### src/rtl/rfdp_fifo_ctrl.sv
// rfdp_fifo_ctrl: single-clock FIFO controller around one rfdp dual-port
// register-file macro used as a circular buffer. Port B of the macro is
// write-only and port A is read-only, with a registered address and an
// unregistered Q. The one-cycle read latency is hidden behind a 2-entry
// output buffer, so one word per cycle can flow in and out.
//
// Handshake semantics (both sides): a transfer happens at a rising edge
// exactly when valid and ready are both 1 during the preceding cycle. The
// producer holds data stable while valid is high and not yet accepted.
// s_ready depends only on internal state and on rst_n/flush, never on
// s_valid. m_valid depends only on internal state and rst_n, never on m_ready.
module rfdp_fifo_ctrl #(
   parameter int DEPTH = 512,
   parameter int WIDTH = 36,
   localparam int AW = $clog2(DEPTH),
   localparam int CW = $clog2(DEPTH + 3)
) (
   input  logic             clk,
   input  logic             rst_n,
   input  logic             flush,
   input  logic             s_valid,
   output logic             s_ready,
   input  logic [WIDTH-1:0] s_data,
   output logic             m_valid,
   input  logic             m_ready,
   output logic [WIDTH-1:0] m_data,
   output logic [CW-1:0]    count,
   output logic [AW-1:0]    ram_ab,
   output logic [WIDTH-1:0] ram_db,
   output logic             ram_cenb,
   output logic [AW-1:0]    ram_aa,
   output logic             ram_cena,
   input  logic [WIDTH-1:0] ram_qa
);

   localparam logic [AW-1:0] LAST_ADDR = AW'(DEPTH - 1);
   localparam logic [CW-1:0] RAM_FULL  = CW'(DEPTH);

   // Circular-buffer pointers into the macro.
   logic [AW-1:0]    wptr;
   logic [AW-1:0]    rptr;
   // Words written to the macro at earlier edges and not yet read out.
   // Because a word only becomes readable one edge after its write, the
   // read port never addresses the word being written in the same cycle.
   logic [CW-1:0]    ram_cnt;
   // A read was issued last cycle; ram_qa carries its data this cycle.
   logic             inflight;
   // Output buffer: obuf0 is the head presented on m_data.
   logic [WIDTH-1:0] obuf0;
   logic [WIDTH-1:0] obuf1;
   logic [1:0]       obuf_cnt;
   // Registered total occupancy (macro + in-flight + output buffer).
   logic [CW-1:0]    count_q;

   // Next-state values.
   logic [AW-1:0]    wptr_n;
   logic [AW-1:0]    rptr_n;
   logic [CW-1:0]    ram_cnt_n;
   logic             inflight_n;
   logic [WIDTH-1:0] obuf0_n;
   logic [WIDTH-1:0] obuf1_n;
   logic [1:0]       obuf_cnt_n;
   logic [CW-1:0]    count_n;

   // Handshake and read-issue decisions.
   logic             wr_fire;
   logic             pop;
   logic             issue;
   logic [2:0]       obuf_need;
   logic [2:0]       obuf_room;

   // Advance a pointer with wrap at the last macro word (DEPTH need not be
   // a power of two, so the wrap is explicit).
   function automatic logic [AW-1:0] bump(input logic [AW-1:0] p);
      return (p == LAST_ADDR) ? '0 : p + AW'(1);
   endfunction

   // Stream-side handshakes and the read-issue rule. A read may be issued
   // only if, after this cycle's pop, the output buffer plus the read
   // already in flight leaves a free slot for the new word.
   always_comb begin
      s_ready   = rst_n & ~flush & (ram_cnt < RAM_FULL);
      m_valid   = rst_n & (obuf_cnt != 2'd0);
      m_data    = obuf0;
      wr_fire   = s_valid & s_ready;
      pop       = m_valid & m_ready;
      obuf_need = 3'(obuf_cnt) + 3'(inflight);
      obuf_room = 3'd2 + 3'(pop);
      issue     = rst_n & ~flush & (ram_cnt != '0) & (obuf_need < obuf_room);
   end

   // Macro port drive: enables are active-low; address/data are parked at
   // zero whenever the port is idle so the macro inputs are quiet.
   always_comb begin
      ram_cenb = ~wr_fire;
      ram_ab   = wr_fire ? wptr : '0;
      ram_db   = wr_fire ? s_data : '0;
      ram_cena = ~issue;
      ram_aa   = issue ? rptr : '0;
      count    = rst_n ? count_q : '0;
   end

   // Next-state: pointer/count updates, output-buffer shift on pop, then
   // capture of the in-flight read data into the (post-shift) tail.
   always_comb begin
      wptr_n     = wptr;
      rptr_n     = rptr;
      ram_cnt_n  = ram_cnt;
      inflight_n = issue;
      obuf0_n    = obuf0;
      obuf1_n    = obuf1;
      obuf_cnt_n = obuf_cnt;

      if (wr_fire) begin
         wptr_n = bump(wptr);
      end
      if (issue) begin
         rptr_n = bump(rptr);
      end
      // Simultaneous write and issue leaves ram_cnt unchanged.
      ram_cnt_n = ram_cnt + CW'(wr_fire) - CW'(issue);

      if (pop) begin
         obuf0_n    = obuf1;
         obuf_cnt_n = obuf_cnt - 2'd1;
      end
      if (inflight) begin
         if (obuf_cnt_n == 2'd0) begin
            obuf0_n = ram_qa;
         end else begin
            obuf1_n = ram_qa;
         end
         obuf_cnt_n = obuf_cnt_n + 2'd1;
      end

      count_n = ram_cnt_n + CW'(inflight_n) + CW'(obuf_cnt_n);
   end

   // State register: reset clears everything, flush drops all contents
   // (including a read in flight) but leaves stale obuf data in place.
   always_ff @(posedge clk) begin
      if (!rst_n) begin
         wptr     <= '0;
         rptr     <= '0;
         ram_cnt  <= '0;
         inflight <= 1'b0;
         obuf0    <= '0;
         obuf1    <= '0;
         obuf_cnt <= 2'd0;
         count_q  <= '0;
      end else if (flush) begin
         wptr     <= '0;
         rptr     <= '0;
         ram_cnt  <= '0;
         inflight <= 1'b0;
         obuf_cnt <= 2'd0;
         count_q  <= '0;
      end else begin
         wptr     <= wptr_n;
         rptr     <= rptr_n;
         ram_cnt  <= ram_cnt_n;
         inflight <= inflight_n;
         obuf0    <= obuf0_n;
         obuf1    <= obuf1_n;
         obuf_cnt <= obuf_cnt_n;
         count_q  <= count_n;
      end
   end

endmodule

### config.mk
export PLATFORM = sky130hd
export DESIGN_NAME = rfdp_fifo_ctrl
export DESIGN_NICKNAME = d
export VERILOG_FILES = /design/src/rtl/rfdp_fifo_ctrl.sv
export SDC_FILE = /design/constraint.sdc
export NUM_CORES = 1
export LEC_CHECK = 0
export ABC_AREA = 1
export BUFFER_PORTS_ARGS = -buffer_cell sky130_fd_sc_hd__clkbuf_2
export CELL_PAD_IN_SITES_DETAIL_PLACEMENT = 1
export CELL_PAD_IN_SITES_GLOBAL_PLACEMENT = 2
export CORE_MARGIN = 10
export CORE_UTILIZATION = 29
export CTS_BUF_LIST = sky130_fd_sc_hd__clkbuf_16
export DETAILED_ROUTE_END_ITERATION = 8
export PLACE_DENSITY_LB_ADDON = 0.1
export SLEW_MARGIN = 5
export SYNTH_ARGS = -nofsm -noshare
export SYNTH_HDL_FRONTEND = slang
export SYNTH_SLANG_ARGS = --single-unit
### constraint.sdc
create_clock -name clk -period 9.2 [get_ports clk]
set_clock_uncertainty 0.05 [all_clocks]
set_input_delay 1.84 -clock clk [delete_from_list [all_inputs] [get_ports clk]]
set_output_delay 1.84 -clock clk [all_outputs]
set_load 0.05 [all_outputs]
Yosys cells after proc, flatten, opt, wreduce, memory -nomap -nowiden

Index checks and enable logic that the tools add are counted.

Register bits: 113

Add/sub/neg operators: 10
Order comparisons: 2
Equality and inequality tests: 2
Mux-type cells: 11
Bitwise logic cells: 12
Reductions and logical operators: 5

Operators with widths:

| operator                                           | number |
|---|---|
| two-way mux 36 bit                                 | 4 |
| two-way mux 9 bit                                  | 4 |
| adder 10 x 1 -> 10 bit                             | 2 |
| adder 9 x 1 -> 9 bit, second input constant        | 2 |
| == test 9 bit, second input constant               | 2 |
| adder 10 x 2 -> 10 bit                             | 1 |
| less-than comparator 10 bit, second input constant | 1 |
| two-way mux 10 bit                                 | 1 |
| nonzero test 10 bit                                | 1 |
| subtractor 10 x 1 -> 10 bit                        | 1 |
| AND 1 bit                                          | 7 |
| inverter 1 bit                                     | 5 |
| two-way mux 2 bit                                  | 2 |
| adder 2 x 1 -> 3 bit                               | 1 |
| adder 2 x 1 -> 3 bit, first input constant         | 1 |
| less-than comparator 3 bit                         | 1 |
| AND reduction 3 bit                                | 1 |
| adder 2 x 1 -> 2 bit, second input constant        | 1 |
| logical NOT 2 bit                                  | 1 |
| nonzero test 2 bit                                 | 1 |
| OR reduction 2 bit                                 | 1 |
| subtractor 2 x 1 -> 2 bit, second input constant   | 1 |

Logic depth before layout (Yosys ltp)

Depth in word-level cells: 9
Gate-level depth with buffers: 24

Worst setup path before layout

Ideal clock, no wire load.

Path type: input -> output
From: in rst_n
To: out ram_db[26]
Arrival: 3.795 ns
Required time: 7.310 ns
Slack: 3.515 ns
Cell stages on the path: 7
Buffers on the path: 1
Cells stage by stage: inv_2 > nor2_2 > inv_2 > nor2_4 > nand2_2 > buf_1 > nor2_1

Word-level cells in the longest chain between the ends: 4

RTL lines:

| element                 | line | text |
|---|---|---|
| start: declaration      | 19   | `input logic rst_n,` |
| AND 1 bit (2 in series) | 82   | `s_ready = rst_n & ~flush & (ram_cnt < RAM_FULL);` |
| via s_ready             | 22   | `output logic s_ready,` |
| AND 1 bit               | 85   | `wr_fire = s_valid & s_ready;` |
| two-way mux 36 bit      | 97   | `ram_db = wr_fire ? s_data : '0;` |
| end: declaration        | 29   | `output logic [WIDTH-1:0] ram_db,` |

The timed path passes the listed nets, and every way through them passes these cells.

Worst setup path in the final report

From: in flush
To: out ram_ab[0]

Word-level cells in the longest chain between the ends: 5

RTL lines:

| element                         | line | text |
|---|---|---|
| start: declaration              | 20   | `input logic flush,` |
| inverter 1 bit (no source line) | --   |  |
| AND 1 bit (2 in series)         | 82   |  |
| AND 1 bit                       | 85   |  |
| two-way mux 9 bit               | 96   | `ram_ab = wr_fire ? wptr : '0;` |
| end: declaration                | 28   | `output logic [AW-1:0] ram_ab,` |

No other way between the ends.

==> run summary <==
The run finished with clean final reports. The worst setup path is launched from an input port. The final critical-path required period is 6.48 ns.

The setup path with the least slack is of type in2out. The DRC violations left is 0. The final antenna-violating net count came out at 0. Summed over all layers, the global routing overflow is 0. After detailed routing, the average wire length per cell comes to 15.1 um. TritonCTS built the clock tree. The sum of buffers and inverters on the critical path is 4.

The floorplan has 52 rows. Measured on the finished design, the core utilization comes to 0.377. The slew at the pin closest to its max-slew limit came out at 1.12 ns. The count of buffers inserted at the top-level ports is 180.

Total power for the finished layout comes to 2.14 mW. The number of buffers inserted by post-CTS setup repair came out at 0. Hold timing on the final database bottoms out at a slack of 0.400 ns. The TritonCTS buffer count came out at 17. The total core area is 20200 um2. The number of vias per cell after detailed routing came out at 4.53.

The buffer depth of the longest clock path is 2. The worst-case IR drop observed on VDD is 0.132 mV. The die span in x came out at 163 um. The share of synthesized registers carrying an async set or reset is 0. The worst slack after detailed placement is 2.28 ns.

The number of cells upsized or downsized after cts came out at 0. For this run, the register share of the synthesized area comes to 0.382. The total non-filler cell area in the finished layout is 7600 um2. At the worst endpoint, the required time is 7.31 ns. The kind of cell with the highest combined delay along the critical path is simple AND/OR/NAND/NOR gates. After detailed routing, the total wire length is 20000 um. The detailed-placement wirelength estimate is 14600 um. The most used flip-flop cell after synthesis is dfxtp_1.

The count of synthesis-stage warnings from yosys came out at 0. The data arrival time of the critical path came out at 4.59 ns. In the synthesized netlist, the number of instances is 879. For this design, the slowest cell found on the critical path is nand2_2.

The number of antenna repair diodes came out at 0. The number of max-slew violations in the final report is 0. Setup repair after global routing left no endpoint under its margin. The unique cell type count in the Yosys netlist came out at 32. The critical path goes through clkbuf_2 -> nor2_2 -> buf_4 -> inv_2 -> nor2_4 -> nand2_2 -> nor2_2 -> clkbuf_2. The maximum single-stage delay on the critical path is 0.58 ns.

For this design the static power due to leakage is 3.53 nW. The root cell of the clock tree is clkbuf_16. Setup slack on the worst reg-to-reg path comes out at 4.18 ns. Across every metal layer, demand over resource in global routing totals 0.150. The total via count after detailed routing is 5997. When the netlist entered floorplanning its net count stood at 982.

The register bit total from synthesis came out at 113. Summed over all instances, the cell type with the most area after synthesis is dfxtp_1. Once placement completed, the tool counted placed cells totaling 1291. The worst max-slew margin expressed relative to the limit came out at 0.253. The ratio of cells with drive above 1 in the final layout is 0.217. The clock input transition at the sequential cells of the worst setup and hold paths is 0.06 ns. The sum of negative setup slack is 0 ns. The count of placed standard cells in the final layout, fillers left out came out at 1323. The number of violations reported at the end of detailed-routing iteration 0 came out at 259. The maximum achievable frequency is 154 MHz.

Routability-driven placement finished with a final weighted congestion of 0.774. The number of global-route vias before repair came out at 6087. The number of optimization iterations in the first detailed-route pass came out at 4. The height of the die came out at 163 um. The quantity of hold-fixing buffers added after cts came out at 0. In the final design database the tool counted 1143 nets. The number of max-cap violations is 0. The share of the clock period used by the worst path after layout is 0.704. In the post-synthesis netlist, the biggest area contributors are dfxtp_1, inv_1, nand2_1.

In this run the count of I/O pins placed on the die edge is 181. The clock sink count is 113. The wire length of the first global-routing pass is 32000 um. In this run the number of H-tree levels came out at 4.

The power per cell area is 281 nW/um2. The share of synthesized area in the top cell type comes to 0.382. The final hold violation count came out at 0. The pin count of the biggest net entering global routing is 69. The worst setup path is captured at an output pin. Relative to the synthesized area, the layout overhead comes to 28.3%. The number of antenna violations at the first check in global routing is 0.

The worst-skew pair later-pin latency is 0.42 ns. The number of synthesized flops with an enable pin came out at 0. Each instance of the synthesized netlist takes up on average 6.74 um2. In this run the cell area of the synthesized design comes to 5920 um2. The full die area is 26500 um2. The total setup violations reported at the end of the flow came out at 0.

The worst path setup slack after routing came out at 2.72 ns. The starting density of the core came out at 0.294. The largest fanout on the critical path came out at 56.

The worst hold path belongs to the class reg2reg. The placed instances occupy a cell area of 7010 um2.
metal layers:
| metal | global-route usage | share of wire | vias to the layer above | wire [um] |
|---|---|---|---|---|
| li1 | - | - | 3116 | - |
| met5 | 0 | 0 | - | 0 |
| met2 | 0.247 | 0.48 | 103 | 9510 |
| met4 | 0.0344 | 0.0071 | 0 | 141 |
| met1 | 0.187 | 0.47 | 2770 | 9390 |
| met3 | 0.0447 | 0.046 | 8 | 925 |
synth_stat cells (4+ instances only):
cell,instances
clkbuf_1,25
o21ai_0,98
nand4_1,6
buf_2,12
inv_1,175
dfxtp_1,113
ha_1,23
nor2_1,86
a21oi_1,61
xor2_1,6
o211ai_1,21
nor2_2,4
o22ai_1,12
o21ai_1,7
nand2_1,141
nor3_1,8
nand3_1,54
report_power, final:
group / leakage, nW / switching, mW / internal (mW) / total [mW]
Sequential: 0.916 / 0.0398 / 0.559 / 0.599
Clock: 0.274 / 0.257 / 0.400 / 0.657
Combinational: 2.34 / 0.629 / 0.251 / 0.880
flip-flops by register name, indices dropped and copies added (netlist names):
name	cells
m_data	36
rptr	9
obuf_cnt	2
ram_cnt	10
inflight	1
count_q	10
obuf1	36
wptr	9
worst paths after layout:
check	startpoint	endpoint	cells after the start
min	obuf1[30]	obuf1[30]	2
min reg2reg	obuf1[30]	obuf1[30]	2
max	flush	ram_ab[0]	8
max reg2reg	obuf_cnt[0]	count_q[8]	20
cell families (layout without fill, tap and decap cells):
family / count (synthesis) / in the layout / share of synthesized area
compound gates: 207 / 207 / 0.190
flops: 113 / 113 / 0.382
simple gates: 307 / 307 / 0.217
buf+inv: 220 / 394 / 0.143
xor+xnor: 6 / 6 / 0.00888
fa+ha+maj: 26 / 26 / 0.0588
worst reg2reg max path, stage by stage (launching register included):
cell and delay (ns):
dfxtp_1 0.36, inv_1 0.06, ha_1 0.22, nor2_4 0.12
nand2_2 0.55, o21a_1 0.41, nor2_1 0.08, nand2_1 0.46
inv_2 0.33, ha_1 0.15, inv_1 0.04, ha_1 0.21
fa_1 0.54, inv_1 0.08, fa_1 0.44, nor2_1 0.13
nand3_1 0.12, nor2_1 0.15, nand3_1 0.13, o21ai_0 0.15
o21ai_0 0.11
cells in the final DEF (no fill, tap or decap), drive strengths merged:
| cell type | count |
|---|---|
| nor4 | 1 |
| a211oi | 2 |
| o21a | 3 |
| a21oi | 62 |
| fa | 3 |
| o211ai | 21 |
| buf | 3 |
| nand2 | 143 |
| a31oi | 2 |
| o21ai | 105 |
| nor3 | 8 |
| nor2 | 92 |
| nor3b | 1 |
| nand3b | 1 |
| xor2 | 6 |
| clkinv | 7 |
| or2 | 1 |
| o22ai | 12 |
| inv | 181 |
| dfxtp | 113 |
| nand3 | 54 |
| bufinv | 2 |
| clkbuf | 197 |
| clkinvlp | 4 |
| ha | 23 |
| nand4 | 6 |
final cells by class:
cell class / count / area [um2]
timing repair buffer: 183 / 923
tap: 270 / 338
fill: 2654 / 12600
inverter: 179 / 672
clock inverter: 15 / 160
clock buffer: 17 / 425
multi-input combinational: 546 / 2820
sequential: 113 / 2260
Power figures use the tool's default switching activity.
